**config.mk**
```make
export PLATFORM = sky130hd
export DESIGN_NAME = rot_share_arbiter_flat
export DESIGN_NICKNAME = d
export VERILOG_FILES = /design/src/rtl/rot_share_arbiter_if.sv /design/src/rtl/rot_share_arbiter.sv /design/src/flat_wrapper.sv
export SDC_FILE = /design/constraint.sdc
export NUM_CORES = 1
export LEC_CHECK = 0
export CAP_MARGIN = 20
export CORE_ASPECT_RATIO = 0.75
export CORE_UTILIZATION = 36
export CTS_BUF_LIST = sky130_fd_sc_hd__clkbuf_4 sky130_fd_sc_hd__clkbuf_8
export CTS_CLUSTER_SIZE = 20
export DETAILED_ROUTE_END_ITERATION = 7
export HOLD_SLACK_MARGIN = 0.08
export PLACE_DENSITY = 0.77
export SETUP_SLACK_MARGIN = 0.1
export SLEW_MARGIN = 20
export SYNTH_ARGS = -nofsm -noshare
export SYNTH_HDL_FRONTEND = slang
export SYNTH_SLANG_ARGS = --single-unit
```
**constraint.sdc**
```tcl
create_clock -name clk -period 1.2 [get_ports clk]
set_input_delay 0.12 -clock clk [delete_from_list [all_inputs] [get_ports clk]]
set_output_delay 0.12 -clock clk [all_outputs]
set_load 0.01 [all_outputs]
```
**src/rtl/rot_share_arbiter_if.sv**
```systemverilog
// Bundle of the request, rotator and response signals around rot_share_arbiter.
// The arbiter uses the slave modport and its surroundings use the master modport.
interface rot_share_arbiter_if #(
  parameter int WIDTH = 4,
  parameter int SHW   = 2
);
  logic             req0_valid;
  logic             req0_ready;
  logic [WIDTH-1:0] req0_data;
  logic [SHW-1:0]   req0_shift;
  logic             req1_valid;
  logic             req1_ready;
  logic [WIDTH-1:0] req1_data;
  logic [SHW-1:0]   req1_shift;
  logic [WIDTH-1:0] sh_in;
  logic [SHW-1:0]   sh_shift;
  logic [WIDTH-1:0] sh_q;
  logic             rsp_valid;
  logic             rsp_ready;
  logic [WIDTH-1:0] rsp_data;
  logic             rsp_id;
  logic             busy;

  modport slave (
    input  req0_valid, req0_data, req0_shift,
    input  req1_valid, req1_data, req1_shift,
    input  sh_q, rsp_ready,
    output req0_ready, req1_ready, sh_in, sh_shift,
    output rsp_valid, rsp_data, rsp_id, busy
  );

  modport master (
    output req0_valid, req0_data, req0_shift,
    output req1_valid, req1_data, req1_shift,
    output sh_q, rsp_ready,
    input  req0_ready, req1_ready, sh_in, sh_shift,
    input  rsp_valid, rsp_data, rsp_id, busy
  );
endinterface

```
**src/rtl/rot_share_arbiter.sv**
```systemverilog
// Round-robin share of one external combinational rotator between two requesters,
// returning the registered result and requester id on a valid/ready response channel.
//
// state | meaning
// IDLE  | arbitrating; the granted requester sees ready
// EXEC  | operands registered, external rotator settling
// RESP  | result held on the response channel until rsp_ready
module rot_share_arbiter #(
  parameter int WIDTH = 4,
  parameter int SHW   = 2
) (
  input  logic                 clk,
  input  logic                 rst_n,
  rot_share_arbiter_if.slave   bus
);
  typedef enum logic [1:0] {ST_IDLE, ST_EXEC, ST_RESP} state_t;

  state_t           state_q, state_d;
  logic [WIDTH-1:0] sh_in_q, sh_in_d;
  logic [SHW-1:0]   sh_shift_q, sh_shift_d;
  logic             id_q, id_d;
  logic             last_grant_q, last_grant_d;
  logic             rsp_valid_q, rsp_valid_d;
  logic [WIDTH-1:0] rsp_data_q, rsp_data_d;
  logic             rsp_id_q, rsp_id_d;

  logic grant_vld;
  logic grant_id;

  // On a tie the requester that did not win last time gets the grant.
  always_comb begin
    grant_vld = 1'b0;
    grant_id  = 1'b0;
    if (bus.req0_valid && bus.req1_valid) begin
      grant_vld = 1'b1;
      grant_id  = ~last_grant_q;
    end else if (bus.req1_valid) begin
      grant_vld = 1'b1;
      grant_id  = 1'b1;
    end else if (bus.req0_valid) begin
      grant_vld = 1'b1;
      grant_id  = 1'b0;
    end
  end

  always_comb begin
    state_d      = state_q;
    sh_in_d      = sh_in_q;
    sh_shift_d   = sh_shift_q;
    id_d         = id_q;
    last_grant_d = last_grant_q;
    rsp_valid_d  = rsp_valid_q;
    rsp_data_d   = rsp_data_q;
    rsp_id_d     = rsp_id_q;
    case (state_q)
      ST_IDLE: begin
        if (grant_vld) begin
          sh_in_d      = grant_id ? bus.req1_data  : bus.req0_data;
          sh_shift_d   = grant_id ? bus.req1_shift : bus.req0_shift;
          id_d         = grant_id;
          last_grant_d = grant_id;
          state_d      = ST_EXEC;
        end
      end
      ST_EXEC: begin
        rsp_data_d  = bus.sh_q;
        rsp_id_d    = id_q;
        rsp_valid_d = 1'b1;
        state_d     = ST_RESP;
      end
      ST_RESP: begin
        if (bus.rsp_ready) begin
          rsp_valid_d = 1'b0;
          state_d     = ST_IDLE;
        end
      end
      default: state_d = ST_IDLE;
    endcase
  end

  always_ff @(posedge clk or negedge rst_n) begin
    if (!rst_n) begin
      state_q      <= ST_IDLE;
      sh_in_q      <= '0;
      sh_shift_q   <= '0;
      id_q         <= 1'b0;
      last_grant_q <= 1'b1;
      rsp_valid_q  <= 1'b0;
      rsp_data_q   <= '0;
      rsp_id_q     <= 1'b0;
    end else begin
      state_q      <= state_d;
      sh_in_q      <= sh_in_d;
      sh_shift_q   <= sh_shift_d;
      id_q         <= id_d;
      last_grant_q <= last_grant_d;
      rsp_valid_q  <= rsp_valid_d;
      rsp_data_q   <= rsp_data_d;
      rsp_id_q     <= rsp_id_d;
    end
  end

  assign bus.req0_ready = (state_q == ST_IDLE) && grant_vld && !grant_id;
  assign bus.req1_ready = (state_q == ST_IDLE) && grant_vld &&  grant_id;
  assign bus.sh_in      = sh_in_q;
  assign bus.sh_shift   = sh_shift_q;
  assign bus.rsp_valid  = rsp_valid_q;
  assign bus.rsp_data   = rsp_data_q;
  assign bus.rsp_id     = rsp_id_q;
  assign bus.busy       = (state_q != ST_IDLE);
endmodule

```
**src/flat_wrapper.sv**
```systemverilog
// flat-port wrapper written by rule: the top's interface ports become plain ports
module rot_share_arbiter_flat 
#(
  parameter int WIDTH = 4,
  parameter int SHW   = 2
)
  (clk, rst_n, bus_req0_valid, bus_req0_data, bus_req0_shift, bus_req1_valid, bus_req1_data, bus_req1_shift, bus_sh_q, bus_rsp_ready, bus_req0_ready, bus_req1_ready, bus_sh_in, bus_sh_shift, bus_rsp_valid, bus_rsp_data, bus_rsp_id, bus_busy);
  rot_share_arbiter_if #(.WIDTH(WIDTH), .SHW(SHW)) bus_i ();
  input  logic clk;
  input  logic rst_n;
  input wire logic [$bits(bus_i.req0_valid)-1:0] bus_req0_valid;
  input wire logic [$bits(bus_i.req0_data)-1:0] bus_req0_data;
  input wire logic [$bits(bus_i.req0_shift)-1:0] bus_req0_shift;
  input wire logic [$bits(bus_i.req1_valid)-1:0] bus_req1_valid;
  input wire logic [$bits(bus_i.req1_data)-1:0] bus_req1_data;
  input wire logic [$bits(bus_i.req1_shift)-1:0] bus_req1_shift;
  input wire logic [$bits(bus_i.sh_q)-1:0] bus_sh_q;
  input wire logic [$bits(bus_i.rsp_ready)-1:0] bus_rsp_ready;
  output wire logic [$bits(bus_i.req0_ready)-1:0] bus_req0_ready;
  output wire logic [$bits(bus_i.req1_ready)-1:0] bus_req1_ready;
  output wire logic [$bits(bus_i.sh_in)-1:0] bus_sh_in;
  output wire logic [$bits(bus_i.sh_shift)-1:0] bus_sh_shift;
  output wire logic [$bits(bus_i.rsp_valid)-1:0] bus_rsp_valid;
  output wire logic [$bits(bus_i.rsp_data)-1:0] bus_rsp_data;
  output wire logic [$bits(bus_i.rsp_id)-1:0] bus_rsp_id;
  output wire logic [$bits(bus_i.busy)-1:0] bus_busy;
  assign bus_i.req0_valid = bus_req0_valid;
  assign bus_i.req0_data = bus_req0_data;
  assign bus_i.req0_shift = bus_req0_shift;
  assign bus_i.req1_valid = bus_req1_valid;
  assign bus_i.req1_data = bus_req1_data;
  assign bus_i.req1_shift = bus_req1_shift;
  assign bus_i.sh_q = bus_sh_q;
  assign bus_i.rsp_ready = bus_rsp_ready;
  assign bus_req0_ready = bus_i.req0_ready;
  assign bus_req1_ready = bus_i.req1_ready;
  assign bus_sh_in = bus_i.sh_in;
  assign bus_sh_shift = bus_i.sh_shift;
  assign bus_rsp_valid = bus_i.rsp_valid;
  assign bus_rsp_data = bus_i.rsp_data;
  assign bus_rsp_id = bus_i.rsp_id;
  assign bus_busy = bus_i.busy;
  rot_share_arbiter #(.WIDTH(WIDTH), .SHW(SHW)) u_core (.clk(clk), .rst_n(rst_n), .bus(bus_i));
endmodule
```
---- Yosys cells after proc, flatten, opt, wreduce, memory -nomap -nowiden ----
Cells that the tools add are included.
cells by class
  eq/ne operators ......................... 4
  mux-type cells .......................... 12
  bitwise operators ....................... 1
  reductions and logical operators ........ 11
operators by type and width
  cell                                                                     number
  1-bit 2-to-1 mux                                                         6
  2-bit 2-to-1 mux                                                         3
  2-bit one-hot mux with 3 select lines                                    1
  2-bit AND reduction                                                      3
  1-bit logical AND                                                        4
  4-bit 2-to-1 mux                                                         1
  2-bit nonzero test                                                       2
  2-bit by 1-bit equality test with 1-bit output, second input constant    1
  2-bit equality test, second input constant                               1
  2-bit logical NOT                                                        1
  2-bit by 1-bit inequality test with 1-bit output, second input constant  1
  2-bit inequality test, second input constant                             1
  1-bit one-hot mux with 2 select lines                                    1
  1-bit logical NOT                                                        1
  1-bit inverter                                                           1
storage, ports and cells
  bits in registers ....................... 16
  output and inout bits ................... 15
  logic and storage cells ................. 36

---- Logic depth before layout (Yosys ltp) ----
Gate-level depths: netlist of the first run.
  depth in word-level cells ............... 5
  gate-level depth with buffers ........... 3

---- Worst setup path after synthesis of the first run ----
Ideal clock, no wire load.
  path kind ............................... register to register
  from .................................... register u_core.last_grant_q
  to ...................................... register u_core.sh_in_q[0], in the netlist u_core.bus.sh_in[0]
  setup time .............................. 67 ps
  arrival ................................. 1315 ps
  required time ........................... 1133 ps
  slack ................................... -183 ps
  cell stages (with the launch flop) ...... 4
  buffers on the path ..................... 0
  cell sequence ........................... dfstp_2 -> inv_1 -> a2111oi_4 -> a221o_1
on the way
  cells in the longest elaborated chain, start to end .. 3
ends and longest elaborated chain
  what                    RTL line                 text
  from (decl)             rot_share_arbiter.sv:22  logic last_grant_q, last_grant_d;
  from (signal assigned)  rot_share_arbiter.sv:96  last_grant_q <= last_grant_d;
  1-bit inverter          rot_share_arbiter.sv:36  grant_id = ~last_grant_q;
  1-bit 2-to-1 mux        rot_share_arbiter.sv:34  if (bus.req0_valid && bus.req1_valid) begin
  4-bit 2-to-1 mux        rot_share_arbiter.sv:58  sh_in_d = grant_id ? bus.req1_data : bus.req0_data;
  to (signal assigned)    rot_share_arbiter.sv:93  sh_in_q <= sh_in_d;
  to (decl)               rot_share_arbiter.sv:19  logic [WIDTH-1:0] sh_in_q, sh_in_d;
Every way passes these cells.
A chain may end at the register's enable or synchronous reset.

---- Worst setup path after layout of the first run ----
  from .................................... register u_core.last_grant_q
  to ...................................... output bus_req0_ready
on the way
  cells in the longest elaborated chain, start to end .. 4
ends and longest elaborated chain
  what               RTL line                  text
  1-bit inverter     rot_share_arbiter.sv:36
  1-bit 2-to-1 mux   rot_share_arbiter.sv:34
  1-bit logical NOT  rot_share_arbiter.sv:103  assign bus.req0_ready = (state_q == ST_IDLE) && grant_vld && !grant_id;
  1-bit logical AND  rot_share_arbiter.sv:103
  to (decl)          flat_wrapper.sv:19        output wire logic [$bits(bus_i.req0_ready)-1:0] bus_req0_ready;
Every way passes these cells.

==> results.json, run 1 <==
{
  "die_w_um": 52.3,
  "cts-root-buf": "clkbuf_4",
  "syn_inst": 53,
  "fin_skew_ps": 6.78,
  "synth_ff_type": "dfrtp_1",
  "ys_seq_elements": 16,
  "antenna_cells": 0,
  "floorplan.initialDensity_pct": 38.8,
  "antenna_found_initial": 0,
  "synth_edf_count": 0,
  "cp_slowest_cell": "dfstp_2",
  "async_flop_share_pct": 100,
  "tightest_slew_ps": 291,
  "report.final.slew_viol_count": 0,
  "die_h_um": 39.7,
  "violations": "setup timing",
  "drtIter0Drc": 6,
  "gr-usage-met2_pct": 40.1,
  "hpwlAfterDp_mm": 1.27,
  "fp.dieArea_um2": 2070,
  "p_leak_nw": 0.663,
  "worstSetupPathType": "flop to output pin",
  "ys_seq_area_share_pct": 58.9,
  "tns_ps": -3620,
  "clkLatencyLatePin_ps": 300,
  "grt_pass1_wl_mm": 2.99,
  "io_pins": 36,
  "cts_tree": "done",
  "synth_xor_area_share_pct": 0,
  "netlist_area_um2": 682,
  "crit_family": "flip-flops",
  "vdd_drop_max_mv": 1.88,
  "vias": 688,
  "drt-total-wl_mm": 2.44,
  "max_freq_mhz": 649,
  "synthSimpleGateAreaFrac_pct": 10.8,
  "floorplan.rows": 13,
  "drv_cap": 0,
  "slowest_delay_ps": 550,
  "clk_pin_slew_worst_paths_ps": 100,
  "endpoint_kind": "output pin",
  "nets": 139,
  "status": "complete, but fails checks",
  "min_period_over_period_pct": 128,
  "core_area_um2": 1760,
  "first_pass_iters": 4,
  "syn_nets": 74,
  "final_common_cell": "clkdlybuf4s50_1",
  "io_buffers": 35,
  "relSlewSlack_pct": 80.6,
  "cts_sinks": 16,
  "track_usage_pct": 22.2,
  "min_period_ps": 1540,
  "startpoint_type": "flop",
  "yosys_warnings": 0,
  "hold_viol": 0,
  "grt_pass1_vias": 629,
  "setup_violations": 18,
  "wl_per_cell_um": 17.6,
  "final_layout_size_suffix_gt1_share_pct": 52.1,
  "avgSynthCellArea_um2": 12.9,
  "synth_top_family_by_area": "compound AO/OA/AOI/OAI gates",
  "grt_use_met1_pct": 23.9,
  "rsz0062_at_grt": "true",
  "place_area_um2": 1140,
  "grt_max_degree": 14,
  "remaining_drc_errors": 0,
  "setup_slack_ps": -340,
  "place.gp.congestion": 0.752,
  "final_cell_mix": "clkdlybuf4s50_1, buf_6, dfrtp_1, clkdlybuf4s15_1, buf_4",
  "design_area_um2": 1440,
  "crit_fanout": 2,
  "ctsLongestPathBuffers": 2,
  "muxShareOfSynthArea_pct": 8.26,
  "path_cells": "inv_2 -> a2111oi_4 -> buf_2",
  "ant_nets": 0,
  "grt_most_used_layer": "met2",
  "gr-usage-met3_pct": 8.14,
  "cp.buffers_inverters": 2,
  "synth_adder_area_share_pct": 0,
  "power_density_nw_per_um2": 2600,
  "holdWs_ps": 429,
  "fin_total_pwr_mw": 3.73,
  "overflow": 0,
  "hold_class": "input port to flop",
  "crit_arrival_ps": 1420,
  "post-place-ws_ps": -570,
  "numCtsBuffers": 3,
  "vias_per_cell": 4.95,
  "synth.distinct_cells": 18,
  "area_growth_pct": 111,
  "htreeDepth": 1,
  "cp.required_ps": 1080,
  "synth-compound-area-share_pct": 18.2
}
==> report_power, final <==
| group | switching [mW] | total (mW) | leakage (nW) | internal [mW] |
|---|---|---|---|---|
| clock network | 0.185 | 0.370 | 0.0210 | 0.185 |
| registers | 0.191 | 1.02 | 0.188 | 0.829 |
| logic | 0.914 | 2.34 | 0.454 | 1.43 |
==> metal layers <==
layer  up-vias  routed length, um
met5         -                  0
met1       345                998
met3         8                 80
met4         0                 65
met2        16               1290
li1        319                  -
==> flip-flops by register name, indices dropped and copies added (netlist names) <==
name and count:
u_core.id_q 1, u_core.bus.rsp_id 1, u_core.bus.sh_in 4, u_core.bus.sh_shift 2
u_core.last_grant_q 1, u_core.state_q 2, u_core.bus.rsp_data 4, u_core.bus.rsp_valid 1
==> final cells by class <==
class                           instances  area, um2
Clock buffer                            4       36.3
Fill cell                             109        319
Inverter                                6       22.5
Multi-Input combinational cell         30        354
Sequential cell                        16        404
Tap cell                               22       27.5
Timing Repair Buffer                   61        593
==> logic make-up after synthesis <==
group / after synthesis
flip-flops: 16
AO/OA/AOI/OAI: 13
AND/OR/NAND/NOR: 12
buffers and inverters: 7
multiplexers: 5
==> per-stage QoR <==
step | util (%) | std cells
6_report | 81.8 | 139
5_1_grt | 81.8 | 139
4_1_cts | 75.0 | 132
3_5_place_dp | 65.2 | 118
3_3_place_gp | 65.2 | 118
2_1_floorplan | - | 53
==> repair_timing <==
| action | CTS | global route |
|---|---|---|
| hold buffers | 1 | 0 |
| buffers inserted | 10 | 7 |
| pin swaps | 3 | 2 |
| hold endpoints to repair | 2 | 0 |
| gates resized for setup | 51 | 23 |
| endpoints found under the setup margin | 29 | 28 |
==> cells in the mapped netlist (4+ instances only) <==
cell,count,area (um2)
dfrtp_1,15,375
and3_1,6,37.5
inv_1,5,18.8
mux2_2,5,56.3
a21oi_1,4,20.0
a221o_1,6,60.1
==> worst paths after layout <==
check                                       startpoint                      to  slack [ps]  cells past startpoint
worst max-delay path               u_core.last_grant_q          bus_req0_ready        -340                      3
worst min-delay path                       bus_sh_q[1]  u_core.bus.rsp_data[1]         430                      2
worst max register to register     u_core.last_grant_q     u_core.bus.sh_in[0]        -290                      6
worst min register to register  u_core.bus.rsp_data[2]  u_core.bus.rsp_data[2]         520                      1
max in group asynchronous                        rst_n       u_core.state_q[1]         220                      3
min in group asynchronous                        rst_n    u_core.bus.rsp_valid         560                      2
(Power assumes the default switching activity.)
==> run 2, diff against run 1 <==
- CELL_PAD_IN_SITES_DETAIL_PLACEMENT: unset -> 0
- CELL_PAD_IN_SITES_GLOBAL_PLACEMENT: unset -> 1
- CORE_UTILIZATION: 36 -> 27
- PLACE_DENSITY: 0.77 -> unset
- PLACE_DENSITY_LB_ADDON: unset -> 0.1
==> results.json, run 2 (synthesized netlist as in run 1, its figures left out) <==
{
  "p_comb_share_pct": 63.8,
  "relSlewSlack_pct": 82.6,
  "crit_arrival_ps": 1350,
  "clkLatencyLatePin_ps": 300,
  "power_density_nw_per_um2": 2510,
  "place.gp.congestion": 0.769,
  "numCtsBuffers": 3,
  "vias": 679,
  "final_common_cell": "clkdlybuf4s50_1",
  "seqPwrFrac_pct": 27.2,
  "fin_total_pwr_mw": 3.65,
  "die_h_um": 45.5,
  "startpoint_type": "flop",
  "grt_pass1_vias": 669,
  "timing.rr.start": "u_core.last_grant_q",
  "reg2reg_depth": 6,
  "core_area_um2": 2350,
  "n_fill_cell": 191,
  "ff2ff_setup_slack_ps": -250,
  "nets": 142,
  "design_area_um2": 1460,
  "drt-total-wl_mm": 2.06,
  "cp.required_ps": 1080,
  "fin_skew_ps": 13.2,
  "final_layout_size_suffix_gt1_share_pct": 52.5,
  "cp-startpoint": "u_core.last_grant_q",
  "rsz0062_at_grt": "true",
  "clk_pin_slew_worst_paths_ps": 100,
  "first_pass_iters": 3,
  "grt_pass1_wl_mm": 3.26,
  "multi_input_area_um2": 348,
  "tns_ps": -3220,
  "hold_viol": 0,
  "tightest_slew_ps": 260,
  "cts-root-buf": "clkbuf_4",
  "ctsLongestPathBuffers": 2,
  "min_period_ps": 1470,
  "reg2reg_to": "u_core.bus.sh_in[0]",
  "vias_per_cell": 4.41,
  "area_growth_pct": 114,
  "drtIter0Drc": 19,
  "floorplan.rows": 15,
  "final_cell_mix": "clkdlybuf4s50_1, buf_4, buf_6, dfrtp_1, clkdlybuf4s15_1",
  "die_w_um": 60.0,
  "cts_sinks": 16,
  "ctsHoldBuffers": 0,
  "hpwlAfterDp_mm": 1.34,
  "max_freq_mhz": 678,
  "io_buffers": 35,
  "status": "complete, but fails checks",
  "antenna_cells": 0,
  "clkPwrFrac_pct": 9.0,
  "io_pins": 36,
  "p_leak_nw": 0.674,
  "grt_max_degree": 17,
  "antenna_found_initial": 0,
  "setup_slack_ps": -275,
  "remaining_drc_errors": 0,
  "setup_violations": 17,
  "cp-endpoint": "bus_req0_ready",
  "htreeDepth": 1,
  "drv_cap": 0,
  "report.final.slew_viol_count": 0,
  "min_period_over_period_pct": 123,
  "p_sw_share_pct": 33.0,
  "floorplan.initialDensity_pct": 29.1,
  "crit_fanout": 2,
  "vdd_drop_max_mv": 1.25,
  "fp.dieArea_um2": 2730,
  "holdWs_ps": 133,
  "overflow": 0,
  "endpoint_kind": "output pin",
  "wl_per_cell_um": 13.3,
  "violations": "setup timing",
  "finish.utilization_pct": 62.1,
  "p_sw_mw": 1.21,
  "ant_nets": 0,
  "cts_tree": "done",
  "place_area_um2": 1190,
  "worstSetupPathType": "flop to output pin",
  "seq_area_um2": 404,
  "track_usage_pct": 17.8,
  "hold_class": "input port to async pin",
  "p_int_mw": 2.45
}
## run 2: cell types whose count changed in the layout (fill, tap and decap cells not counted), sizes merged
cell         before  now
buf              28   32
dlygate4sd3       1    0
## run 2: area by class of cell
cell class	instances	area share, %
repair buffers	64	41.9
clock buffers	4	2.06
flip-flops and latches	16	27.7
multi-input cells	30	23.9
well taps	34	2.92
inverters	6	1.55
## run 2: power by group through the flow
stage                     Clock [mW]  Sequential, mW  Combinational (mW)
final                          0.329           0.993                2.33
after global routing           0.369            1.03                2.51
after CTS                      0.327           0.984                2.01
after detailed placement           0            1.02                1.71
after global placement             0            1.01                1.69
after floorplan                    0            1.10               0.668
## run 2: per-stage QoR
stage	worst slack, ps	std cells
2_1_floorplan	-174	53
3_3_place_gp	-575	134
3_5_place_dp	-561	134
4_1_cts	-285	147
5_1_grt	-372	154
6_report	-275	154
## run 2: critical path, stage by stage (launching register included)
cell       delay, ps
dfstp_2          550
inv_2             50
a2111oi_4        290
buf_2            180
## run 2: what timing repair did
| action | CTS | global route |
|---|---|---|
| pin swaps | 3 | 2 |
| buffers inserted | 10 | 8 |
| setup endpoints to repair | 29 | 31 |
| gates resized for setup | 50 | 23 |
## run 2: worst min-delay path by stage
| stage | start | to | slack [ps] | cells after the start |
|---|---|---|---|---|
| 2_1_floorplan | rst_n | u_core.bus.rsp_data[0] | -180 | 0 |
| 3_3_place_gp | rst_n | u_core.bus.sh_in[2] | 470 | 2 |
| 3_5_place_dp | rst_n | u_core.bus.sh_in[2] | 460 | 2 |
| 6_report | rst_n | u_core.bus.rsp_id | 130 | 2 |
| 5_1_grt | rst_n | u_core.bus.sh_in[2] | 160 | 2 |
| 4_1_cts | rst_n | u_core.bus.sh_in[2] | 150 | 2 |
## run 2: layer usage
layer	part of all wire (%)	vias up	track usage, %
met5	0	-	0
met4	2.1	0	9.77
met3	4.8	4	5.11
met2	48	21	28.4
met1	45	322	21.7
li1	-	332	-
==> run 3, diff against run 2 <==
- GPL_ROUTABILITY_DRIVEN: unset -> 0
- SKIP_CTS_REPAIR_TIMING: unset -> 1
==> results.json, run 3 (synthesized netlist as in run 1, its figures left out) <==
{
  "overflow": 0,
  "hold_viol": 0,
  "max_freq_mhz": 677,
  "placedCellCount": 134,
  "report.final.slew_viol_count": 0,
  "ant_nets": 0,
  "hpwlAfterDp_mm": 1.34,
  "tightest_slew_ps": 259,
  "grt_pass1_wl_mm": 2.91,
  "ff2ff_setup_slack_ps": -240,
  "grt_max_degree": 17,
  "cts-root-buf": "clkbuf_4",
  "min_period_over_period_pct": 123,
  "wl_per_cell_um": 14.1,
  "cts_sinks": 16,
  "htreeDepth": 1,
  "drv_cap": 0,
  "design_area_um2": 1310,
  "grt_pass1_vias": 620,
  "path_cells": "inv_2 -> a2111oi_4 -> buf_2",
  "reg2reg_depth": 5,
  "n_fill_cell": 212,
  "startpoint_type": "flop",
  "antenna_found_initial": 0,
  "io_buffers": 35,
  "cp_slowest_cell": "dfstp_2",
  "remaining_drc_errors": 0,
  "drtIter0Drc": 14,
  "final_layout_size_suffix_gt1_share_pct": 38.9,
  "crit_arrival_ps": 1360,
  "final_cell_mix": "clkdlybuf4s50_1, dlymetal6s2s_1, dfrtp_1, buf_4, a221o_1",
  "stdcell_count": 142,
  "min_period_ps": 1480,
  "p_leak_nw": 0.722,
  "timing.rr.start": "u_core.last_grant_q",
  "crit_family": "flip-flops",
  "vdd_drop_max_mv": 0.948,
  "vias_per_cell": 4.46,
  "ctsLongestPathBuffers": 2,
  "setup_violations": 17,
  "rsz0062_at_grt": "true",
  "tns_ps": -2200,
  "relSlewSlack_pct": 82.7,
  "floorplan.initialDensity_pct": 29.1,
  "cts_tree": "done",
  "endpoint_kind": "output pin",
  "io_pins": 36,
  "core_area_um2": 2350,
  "fp.dieArea_um2": 2730,
  "antenna_cells": 0,
  "place_area_um2": 1190,
  "numCtsBuffers": 3,
  "cp.buffers_inverters": 2,
  "status": "complete, but fails checks",
  "slowest_delay_ps": 550,
  "drt-total-wl_mm": 2.00,
  "die_h_um": 45.5,
  "track_usage_pct": 15.4,
  "first_pass_iters": 4,
  "floorplan.rows": 15,
  "power_density_nw_per_um2": 2420,
  "violations": "setup timing",
  "final_common_cell": "clkdlybuf4s50_1",
  "vias": 634,
  "area_growth_pct": 92.7,
  "clkLatencyLatePin_ps": 290,
  "worstSetupPathType": "flop to output pin",
  "fin_skew_ps": 15.6,
  "hold_class": "input port to async pin",
  "post-place-ws_ps": -561,
  "reg2reg_to": "u_core.bus.sh_in[3]",
  "holdWs_ps": 144,
  "setup_slack_ps": -278,
  "nets": 130,
  "crit_fanout": 2,
  "die_w_um": 60.0,
  "clk_pin_slew_worst_paths_ps": 100,
  "cp.required_ps": 1080
}
[run 3: cell count changes in the layout (fill, tap and decap cells not counted), moves of 4 or more]
cell,before,now
and3_4,5,1
buf_6,13,4
dlymetal6s2s_1,0,13
clkdlybuf4s15_1,12,0
buf_4,16,12
and3_1,1,5
[run 3: how the worst max path moves through the flow]
stage	startpoint	endpoint	slack, ps	cells after the start
finish	u_core.last_grant_q	bus_req0_ready	-280	3
global route	u_core.last_grant_q	bus_req0_ready	-360	3
CTS	u_core.last_grant_q	bus_req0_ready	-710	3
detailed placement	bus_req0_valid	bus_req0_ready	-560	4
global placement	bus_req0_valid	bus_req0_ready	-570	4
floorplan	u_core.last_grant_q	u_core.bus.sh_in[1]	-170	3
[run 3: area by class of cell]
cell class,instances,area (um2),share of cell area [%]
well taps,34,42.5,3.24
flip-flops and latches,16,404,30.8
clock buffers,4,30.0,2.29
repair buffers,52,518,39.4
inverters,6,22.5,1.71
multi-input cells,30,297,22.6
[run 3: metrics by stage]
stage	total power [mW]	util [%]
after floorplan	1.77	-
after global placement	2.70	50.7
after detailed placement	2.73	50.7
after CTS	3.06	52.0
after global routing	3.38	56.0
final	3.18	56.0
[run 3: power breakdown]
part / internal, mW / switching (mW)
sequential: 0.829 / 0.180
combinational: 1.13 / 0.722
clock: 0.151 / 0.164
[run 3: routing by layer]
metal	vias to the layer above	track usage, %	share of wire (%)
met1	312	19.6	45
met3	2	5.11	4.5
li1	302	-	-
met2	18	24.7	49
met4	0	5.58	1.1
met5	-	0	0
